--- src/rtl/dmem_loader_pkg.sv ---
// dmem_loader_pkg
//   Types and constants shared by the loader, its address generator and the
//   data-memory decode.
//   - state_t       : loader FSM state encoding
//   - IO_BIT        : address bit that selects the I/O space (never set by the loader)
//   - word_to_addr  : word index -> byte address inside the data memory
//   - is_io_addr    : decode helper, 1 when an address falls into the I/O space
package dmem_loader_pkg;

  localparam int ADDR_W         = 32;
  localparam int DATA_W         = 32;
  localparam int IDX_W          = 5;   // 32-word data memory
  localparam int CNT_W          = 6;   // word_count carries 1..32
  localparam int IO_BIT         = 7;   // bus_addr[7]=1 selects I/O space
  localparam int MAX_WORDS_DFLT = 32;

  typedef enum logic [2:0] {
    S_IDLE     = 3'd0,
    S_LD_WAIT  = 3'd1,
    S_LD_WRITE = 3'd2,
    S_DP_ADDR  = 3'd3,
    S_DP_WAIT  = 3'd4,
    S_DP_OUT   = 3'd5,
    S_FINISH   = 3'd6
  } state_t;

  // Word index to byte address. Upper bits, including IO_BIT, stay zero, so
  // any address built here lands in the data memory.
  function automatic logic [ADDR_W-1:0] word_to_addr(input logic [IDX_W-1:0] word);
    return {{(ADDR_W-IDX_W-2){1'b0}}, word, 2'b00};
  endfunction

  // Data-memory / I/O decode.
  function automatic logic is_io_addr(input logic [ADDR_W-1:0] addr);
    return addr[IO_BIT];
  endfunction

endpackage

--- src/rtl/dmem_loader_addrgen.sv ---
// dmem_loader_addrgen
//   Computes the byte address of one transfer word: the word index is the
//   start index plus the running offset, wrapped modulo the 32-word memory.
//   Ports:
//     base_idx : word index of the first word of the transfer
//     idx      : running word offset within the transfer
//     addr     : byte address, always inside the data memory
module dmem_loader_addrgen
  import dmem_loader_pkg::*;
(
  input  logic [IDX_W-1:0]  base_idx,
  input  logic [IDX_W-1:0]  idx,
  output logic [ADDR_W-1:0] addr
);

  logic [IDX_W-1:0] word_idx;

  always_comb begin
    // IDX_W-bit sum drops the carry: this is the modulo-32 wrap.
    word_idx = base_idx + idx;
    addr     = word_to_addr(word_idx);
  end

endmodule

--- src/rtl/dmem_loader.sv ---
// dmem_loader
//   Moves a block of 32-bit words between a host stream and the data memory.
//   A load takes word_count words from the in_* stream and writes them to
//   consecutive memory words; a dump reads word_count memory words and offers
//   them on the out_* stream. Word indices wrap inside the 32-word memory, so
//   the I/O space is never addressed.
//   Ports:
//     clock, reset            : clock, asynchronous active-high reset
//     start_load, start_dump  : one-cycle transfer requests (honoured in IDLE only)
//     base_addr, word_count   : transfer byte address and length, sampled at start
//     in_valid/in_data/in_ready    : host -> loader word stream
//     out_valid/out_data/out_ready : loader -> host word stream
//     bus_addr/bus_wdata/bus_we    : data-memory initiator bus
//     bus_rdata               : data-memory read data, READ_LAT cycles after bus_addr
//     busy                    : high whenever the loader is not idle
//     done                    : one-cycle pulse when a transfer completes
//     error                   : one-cycle pulse when a start is rejected
module dmem_loader
  import dmem_loader_pkg::*;
#(
  parameter int MAX_WORDS = MAX_WORDS_DFLT,
  parameter int READ_LAT  = 1
) (
  input  logic              clock,
  input  logic              reset,
  input  logic              start_load,
  input  logic              start_dump,
  input  logic [ADDR_W-1:0] base_addr,
  input  logic [CNT_W-1:0]  word_count,
  input  logic              in_valid,
  input  logic [DATA_W-1:0] in_data,
  output logic              in_ready,
  output logic              out_valid,
  output logic [DATA_W-1:0] out_data,
  input  logic              out_ready,
  output logic [ADDR_W-1:0] bus_addr,
  output logic [DATA_W-1:0] bus_wdata,
  output logic              bus_we,
  input  logic [DATA_W-1:0] bus_rdata,
  output logic              busy,
  output logic              done,
  output logic              error
);

  // Holds READ_LAT-1, minimum one bit.
  localparam int WAIT_W = (READ_LAT > 1) ? $clog2(READ_LAT) : 1;

  state_t             state;
  logic [IDX_W-1:0]   base_idx_q;
  logic [IDX_W-1:0]   idx_q;
  logic [CNT_W-1:0]   count_q;
  logic [WAIT_W-1:0]  wait_q;

  logic               start_any;
  logic               start_bad;
  logic               last_word;

  logic [IDX_W-1:0]   ag_base;
  logic [IDX_W-1:0]   ag_idx;
  logic [ADDR_W-1:0]  ag_addr;

  // Start qualification: misaligned, outside the data memory, empty,
  // oversize, or both kinds requested at once.
  always_comb begin
    start_any = start_load | start_dump;
    start_bad = (start_load & start_dump)
              | (base_addr[1:0] != 2'b00)
              | (base_addr[ADDR_W-1:IO_BIT] != '0)
              | (word_count == '0)
              | ({{(32-CNT_W){1'b0}}, word_count} > 32'(MAX_WORDS));
  end

  always_comb begin
    last_word = ({1'b0, idx_q} == (count_q - CNT_W'(1)));
  end

  // Address generator input select. bus_addr is registered, so the address
  // is computed for the word the next state will present:
  //   IDLE   -> first word of a new dump, using the base straight off the port
  //   DP_OUT -> next word of the dump
  //   others -> current word (LD_WAIT -> LD_WRITE)
  always_comb begin
    ag_base = base_idx_q;
    ag_idx  = idx_q;
    case (state)
      S_IDLE: begin
        ag_base = base_addr[IO_BIT-1:2];
        ag_idx  = '0;
      end
      S_DP_OUT: ag_idx = idx_q + IDX_W'(1);
      default: ;
    endcase
  end

  dmem_loader_addrgen u_addrgen (
    .base_idx (ag_base),
    .idx      (ag_idx),
    .addr     (ag_addr)
  );

  // Transfer FSM; every output is a register updated with the state.
  always_ff @(posedge clock or posedge reset) begin
    if (reset) begin
      state      <= S_IDLE;
      base_idx_q <= '0;
      idx_q      <= '0;
      count_q    <= '0;
      wait_q     <= '0;
      in_ready   <= 1'b0;
      out_valid  <= 1'b0;
      out_data   <= '0;
      bus_addr   <= '0;
      bus_wdata  <= '0;
      bus_we     <= 1'b0;
      busy       <= 1'b0;
      done       <= 1'b0;
      error      <= 1'b0;
    end else begin
      done  <= 1'b0;
      error <= 1'b0;
      case (state)
        S_IDLE: begin
          if (start_any) begin
            if (start_bad) begin
              error <= 1'b1;
            end else begin
              base_idx_q <= base_addr[IO_BIT-1:2];
              count_q    <= word_count;
              idx_q      <= '0;
              busy       <= 1'b1;
              if (start_load) begin
                in_ready <= 1'b1;
                state    <= S_LD_WAIT;
              end else begin
                bus_addr <= ag_addr;
                state    <= S_DP_ADDR;
              end
            end
          end
        end

        S_LD_WAIT: begin
          if (in_valid && in_ready) begin
            // bus_wdata doubles as the holding register for the accepted word.
            bus_wdata <= in_data;
            bus_addr  <= ag_addr;
            bus_we    <= 1'b1;
            in_ready  <= 1'b0;
            state     <= S_LD_WRITE;
          end
        end

        S_LD_WRITE: begin
          bus_we <= 1'b0;
          if (last_word) begin
            done  <= 1'b1;
            state <= S_FINISH;
          end else begin
            idx_q    <= idx_q + IDX_W'(1);
            in_ready <= 1'b1;
            state    <= S_LD_WAIT;
          end
        end

        S_DP_ADDR: begin
          wait_q <= WAIT_W'(READ_LAT - 1);
          state  <= S_DP_WAIT;
        end

        S_DP_WAIT: begin
          // bus_addr stays put, so read data for this word is valid in the
          // last wait cycle.
          if (wait_q == '0) begin
            out_data  <= bus_rdata;
            out_valid <= 1'b1;
            state     <= S_DP_OUT;
          end else begin
            wait_q <= wait_q - WAIT_W'(1);
          end
        end

        S_DP_OUT: begin
          if (out_ready) begin
            out_valid <= 1'b0;
            if (last_word) begin
              done  <= 1'b1;
              state <= S_FINISH;
            end else begin
              idx_q    <= idx_q + IDX_W'(1);
              bus_addr <= ag_addr;
              state    <= S_DP_ADDR;
            end
          end
        end

        S_FINISH: begin
          busy  <= 1'b0;
          state <= S_IDLE;
        end

        default: begin
          busy      <= 1'b0;
          in_ready  <= 1'b0;
          out_valid <= 1'b0;
          bus_we    <= 1'b0;
          state     <= S_IDLE;
        end
      endcase
    end
  end

endmodule

--- config.mk ---
export PLATFORM = sky130hd
export DESIGN_NAME = dmem_loader
export DESIGN_NICKNAME = d
export VERILOG_FILES = /design/src/rtl/dmem_loader_pkg.sv /design/src/rtl/dmem_loader_addrgen.sv /design/src/rtl/dmem_loader.sv
export SDC_FILE = /design/constraint.sdc
export NUM_CORES = 1
export LEC_CHECK = 0
export CORE_MARGIN = 2
export CORE_UTILIZATION = 46
export CTS_BUF_LIST = sky130_fd_sc_hd__clkbuf_4 sky130_fd_sc_hd__clkbuf_8
export DETAILED_ROUTE_END_ITERATION = 10
export PLACE_DENSITY = 0.95
export SYNTH_ARGS = -nofsm -noshare
export SYNTH_HDL_FRONTEND = slang
export SYNTH_SLANG_ARGS = --single-unit
--- constraint.sdc ---
create_clock -name clock -period 6.2 [get_ports clock]
set_input_delay 1.55 -clock clock [delete_from_list [all_inputs] [get_ports clock]]
set_output_delay 1.55 -clock clock [all_outputs]
set_load 0.03 [all_outputs]
# After elaboration in Yosys (flattened, before gate mapping)
# Cells that the tools add are included.
# totals
register_bits,122
input_bits,108
# op_classes
n_eq_ne,16
magnitude_cmp,1
reduce_logical,22
muxes,45
n_bitwise,12
n_addsub,4
# ops
cell,n
$mux W32,6
$pmux W32 S3,1
$mux W5,5
$reduce_bool A25 Y1,1
$mux W3,7
$ne A2 B2 Y1 const B,9
$pmux W3 S6,1
$mux W1,16
$pmux W5 S3,1
$reduce_or A5 Y1,3
$pmux W5 S2,1
$eq A3 B3 Y1 const B,3
$reduce_and A3 Y1,3
$pmux W1 S2,4
$reduce_and A7 Y1,1
$eq A3 B2 Y1 const B,2
$eq A5 B6 Y1,1
$gt A6 B6 Y1 const B,1
$logic_not A6 Y1,1
$not A1 Y1,6
$reduce_and A2 Y1,3
$reduce_and A6 Y1,1
$reduce_bool A3 Y1,2
$sub A6 B1 Y6 const B,1
15 further kinds,20

# Depth between registers and ports, before layout
# logic_depth
ltp_word,8
ltp_mapped,12

# Hierarchy
# A second synthesis with hierarchy kept.
# unflattened
hier_cells,437
hier_area_um2,5589.1
# by_module_without_submodules
module,instances,seq_area_each_um2,cells_per_inst,area_each_um2
dmem_loader,1,3027.9,390,5223.8
dmem_loader_addrgen,1,0.0,47,365.4

# Worst setup path before layout
# Ideal clock, no wire load.
# synth_path
path_type,input to register
from,input port word_count[0]
to,register base_idx_q[0]
setup_ns,0.125
path_stages,6
setup_slack_ns,2.598
path_buffers,1
arrival_ns,3.477
t_required_ns,6.075
cell_sequence,or4_4 > o21ai_1 > or4b_4 > nor2_1 > buf_4 > mux2_2
# synth_between
elab_chain_len,5
elab_cells_between_ends,6
cone_classes,order compare (1); bitwise (3); reduce/logical (2)
# synth_lines
item,line,text
start: declaration,dmem_loader.sv:29,"input logic [CNT_W-1:0] word_count,"
branches (longest 2 deep; another with $gt A6 B6 Y1),n/a,
$or A1 B1 Y1 (*),dmem_loader.sv:70,"| ({{(32-CNT_W){1'b0}}, word_count} > 32'(MAX_WORDS));"
$not A1 Y1 (no line) (*),n/a,
$reduce_and A3 Y1 (no line) (*),n/a,
end signal: assignment,dmem_loader.sv:127,base_idx_q <= base_addr[IO_BIT-1:2];
end: declaration,dmem_loader.sv:49,logic [IDX_W-1:0] base_idx_q;
# Every way passes the cells marked *.
# A chain may end at the register's enable or synchronous reset.

# Worst setup path after layout
# layout_path
from,input port word_count[1]
to,register count_q[5]
# layout_between
elab_chain_len,5
elab_cells_between_ends,6
cone_classes,order compare (1); bitwise (3); reduce/logical (2)
# layout_lines
item,line,text
branches (longest 2 deep; another with $gt A6 B6 Y1),n/a,
$or A1 B1 Y1 (*),dmem_loader.sv:70,
$not A1 Y1 (no line) (*),n/a,
$reduce_and A3 Y1 (no line) (*),n/a,
end signal: assignment,dmem_loader.sv:128,count_q <= word_count;
end: declaration,dmem_loader.sv:51,logic [CNT_W-1:0] count_q;
# Marked as above.

==> results.yml <==
final_layout:
  drive_above_1_share: 0.179
  layout_common_cells: "clkdlybuf4s50_1 (182), dfrtp_1 (94), mux2_2 (73)"
  area_delta_synth_final_pct: 44.6
  antennaDiodeCount: 0
  stdcell_count: 702
  mostFrequentLayoutCell: "clkdlybuf4s50_1"
  fin_nets: 681
timing:
  setup_viol: 0
  relSlewSlack: 0.240
  fin_worst_skew_ps: 6.82
  period_needed_ps: 4240
  fmax_mhz: 236
  min_period_over_period: 0.683
  rsz0062_at_grt: "no"
  final_hold_viol_count: 0
  tightest_slew_ps: 1140
  slew_violations: 0
  setup_tns_ps: 0
worst_hold_path:
  min_from: "busy$_DFFE_PP0P_"
  whs_path_depth: 1
  hold_end: "busy$_DFFE_PP0P_"
  worstHoldPathType: "reg -> reg"
setup_path:
  crit_required_ps: 6450
  path_max_fanout: 14
  cp_slowest_cell: "nor2_1"
  rr_worst_depth: 4
  endpoint_kind: "flip-flop"
  crit_chain: "clkdlybuf4s50_1 > or4_4 > o21ai_1 > or4b_4 > nor2_1 > mux2_2"
  r2r_start: "state[0]$_DFFE_PP0P_"
  reg2reg_slack_ps: 3070
  cp_top_family: "simple AND/OR/NAND/NOR gates"
  cp.buffers_inverters: 1
  arrival_ps: 4480
  crit_type: "in -> reg"
  r2r-end: "count_q[5]$_DFFE_PP0P_"
  cpPeakStageDelay_ps: 890
  worstSetupStartpointType: "primary input"
place:
  dp_hpwl_um: 8730
  portBuffers: 182
  dpl.cell_count: 688
  place_congestion: 0.884
pwr:
  power_density_nw_per_um2: 481
  ir_drop_mv: 0.282
  p_leak_uw: 0.00291
route:
  first_pass_iters: 6
  routed_wl_um: 11600
  viasPerCell: 5.10
  wl_per_cell_um: 16.5
  ant_nets: 0
  drt_iter0_markers: 153
  drc: 0
  dr_total_vias: 3582
clocking:
  numCtsBuffers: 9
  post_cts_resize_count: 0
  clk_pin_slew_ps: 80
  postCtsSetupBuffers: 0
  cts.sinks: 94
  clk_latency_ps: 360
  htreeDepth: 3
  tritoncts: "built"
  root_buffer: "clkbuf_8"
  cts.hold.buffers_added: 0
  cts_buffer_depth: 2
global_routing:
  grt_max_degree: 64
  antenna_found_initial: 0
  groute.usage.overall: 0.219
  grt_pass1_vias: 3770
  grt_pass1_wl_um: 18800
  overflow: 0
job:
  maxCapViolCount: 0
synthesis:
  ys_seq_elements: 94
  yosys_warnings: 0
  avgSynthCellArea_sq_um: 11.7
  ys_seq_area_frac: 0.516
  ys_types: 43
  syn_inst: 388
  syn_area_sq_um: 4550
floorplanning:
  die_h_um: 104
  io_pins: 210
  initial_core_util: 0.470
  num_rows: 36
  dieArea_sq_um: 10700
  die_w_um: 104
  fp.coreArea_sq_um: 9680
run_status:
  run_status: "finished clean"
-- Yosys cell counts --
master	n	area [sq um]
a211o_4	1	17.5
fa_1	1	20.0
buf_4	28	210
nor2b_1	3	18.8
o32ai_1	1	8.76
o21ai_1	1	5.00
and3_1	3	18.8
a21oi_1	9	45.0
ha_1	6	75.1
a32o_1	1	10.0
o22ai_1	1	6.26
nand3_1	2	10.0
buf_1	1	3.75
nand2_1	34	128
a21o_1	4	30.0
mux2_4	5	75.1
or4_4	1	11.3
o211ai_1	2	15.0
xnor2_1	7	61.3
o21ai_2	1	8.76
o21a_1	5	37.5
a211oi_1	1	7.51
a31oi_1	3	18.8
o21ai_0	15	75.1
xor2_1	4	35.0
nor4_1	6	37.5
mux2_2	73	822
nor2_1	19	71.3
o21bai_1	1	7.51
or3_1	1	6.26
a21boi_1	1	7.51
a22o_1	5	43.8
a221o_1	3	30.0
nand4_1	3	18.8
dfrtp_1	94	2350
clkbuf_1	15	56.3
inv_1	7	26.3
conb_1	1	3.75
or4b_4	1	13.8
mux2i_1	2	20.0
and2_1	1	6.26
nor3_1	12	60.1
nand2b_1	3	18.8
-- area by class of cell --
type                            count  area, sq um
Fill cell                         693         3100
Sequential cell                    94         2350
Multi-Input combinational cell    269         2010
Timing Repair Buffer              185         1840
Tap cell                          133          166
Clock buffer                       10          138
Clock inverter                      4         48.8
Inverter                            7         27.5
-- how the worst max path moves through the flow --
stage | startpoint | to | slack (ps) | depth (start not counted)
finish | word_count[1] | count_q[5]$_DFFE_PP0P_ | 1960 | 6
detailed placement | word_count[1] | base_idx_q[0]$_DFFE_PP0P_ | 1660 | 6
floorplan | reset | base_idx_q[0]$_DFFE_PP0P_ | 2200 | 1
CTS | word_count[1] | count_q[5]$_DFFE_PP0P_ | 2020 | 6
global placement | word_count[0] | count_q[2]$_DFFE_PP0P_ | 1750 | 6
global route | word_count[1] | count_q[3]$_DFFE_PP0P_ | 1830 | 6
-- cell families (layout without fill, tap and decap cells) --
kind of cell	count (synthesis)	in the layout	share of synthesized area
AO/OA/AOI/OAI	55	55	0.0821
AND/OR/NAND/NOR	89	89	0.0920
XOR/XNOR	11	11	0.0212
multiplexers	80	80	0.201
buffers and inverters	51	206	0.0651
adder cells (fa/ha/maj)	7	7	0.0209
other	1	27	0.000823
flip-flops	94	94	0.516
-- sequential cells by signal (all words and copies together), names as in the netlist, 3 cells and up --
register    flops
bus_wdata      32
count_q         6
out_data       32
bus_addr        5
state           3
base_idx_q      5
idx_q           5
-- stage by stage --
step	hold WS [ps]	power, uW	area, sq um	worst slack (ps)	util
floorplan	480	2090	4650	2200	-
global placement	480	2710	6400	1750	0.661
detailed placement	481	2780	6400	1660	0.661
CTS	510	3180	6590	2020	0.680
global route	531	3330	6590	1830	0.680
finish	512	3170	6590	1960	0.680
-- power by group --
part           switching [uW]  total, uW  internal [uW]
sequential                190       1050            864
clock                     203        395            192
combinational             925       1720            792
-- per-layer routing --
layer  track usage  share of wire
met1         0.247           0.37
met2         0.387           0.52
met3        0.0705          0.083
met4        0.0811          0.019
met5             0              0
Power figures use the tool's default switching activity.
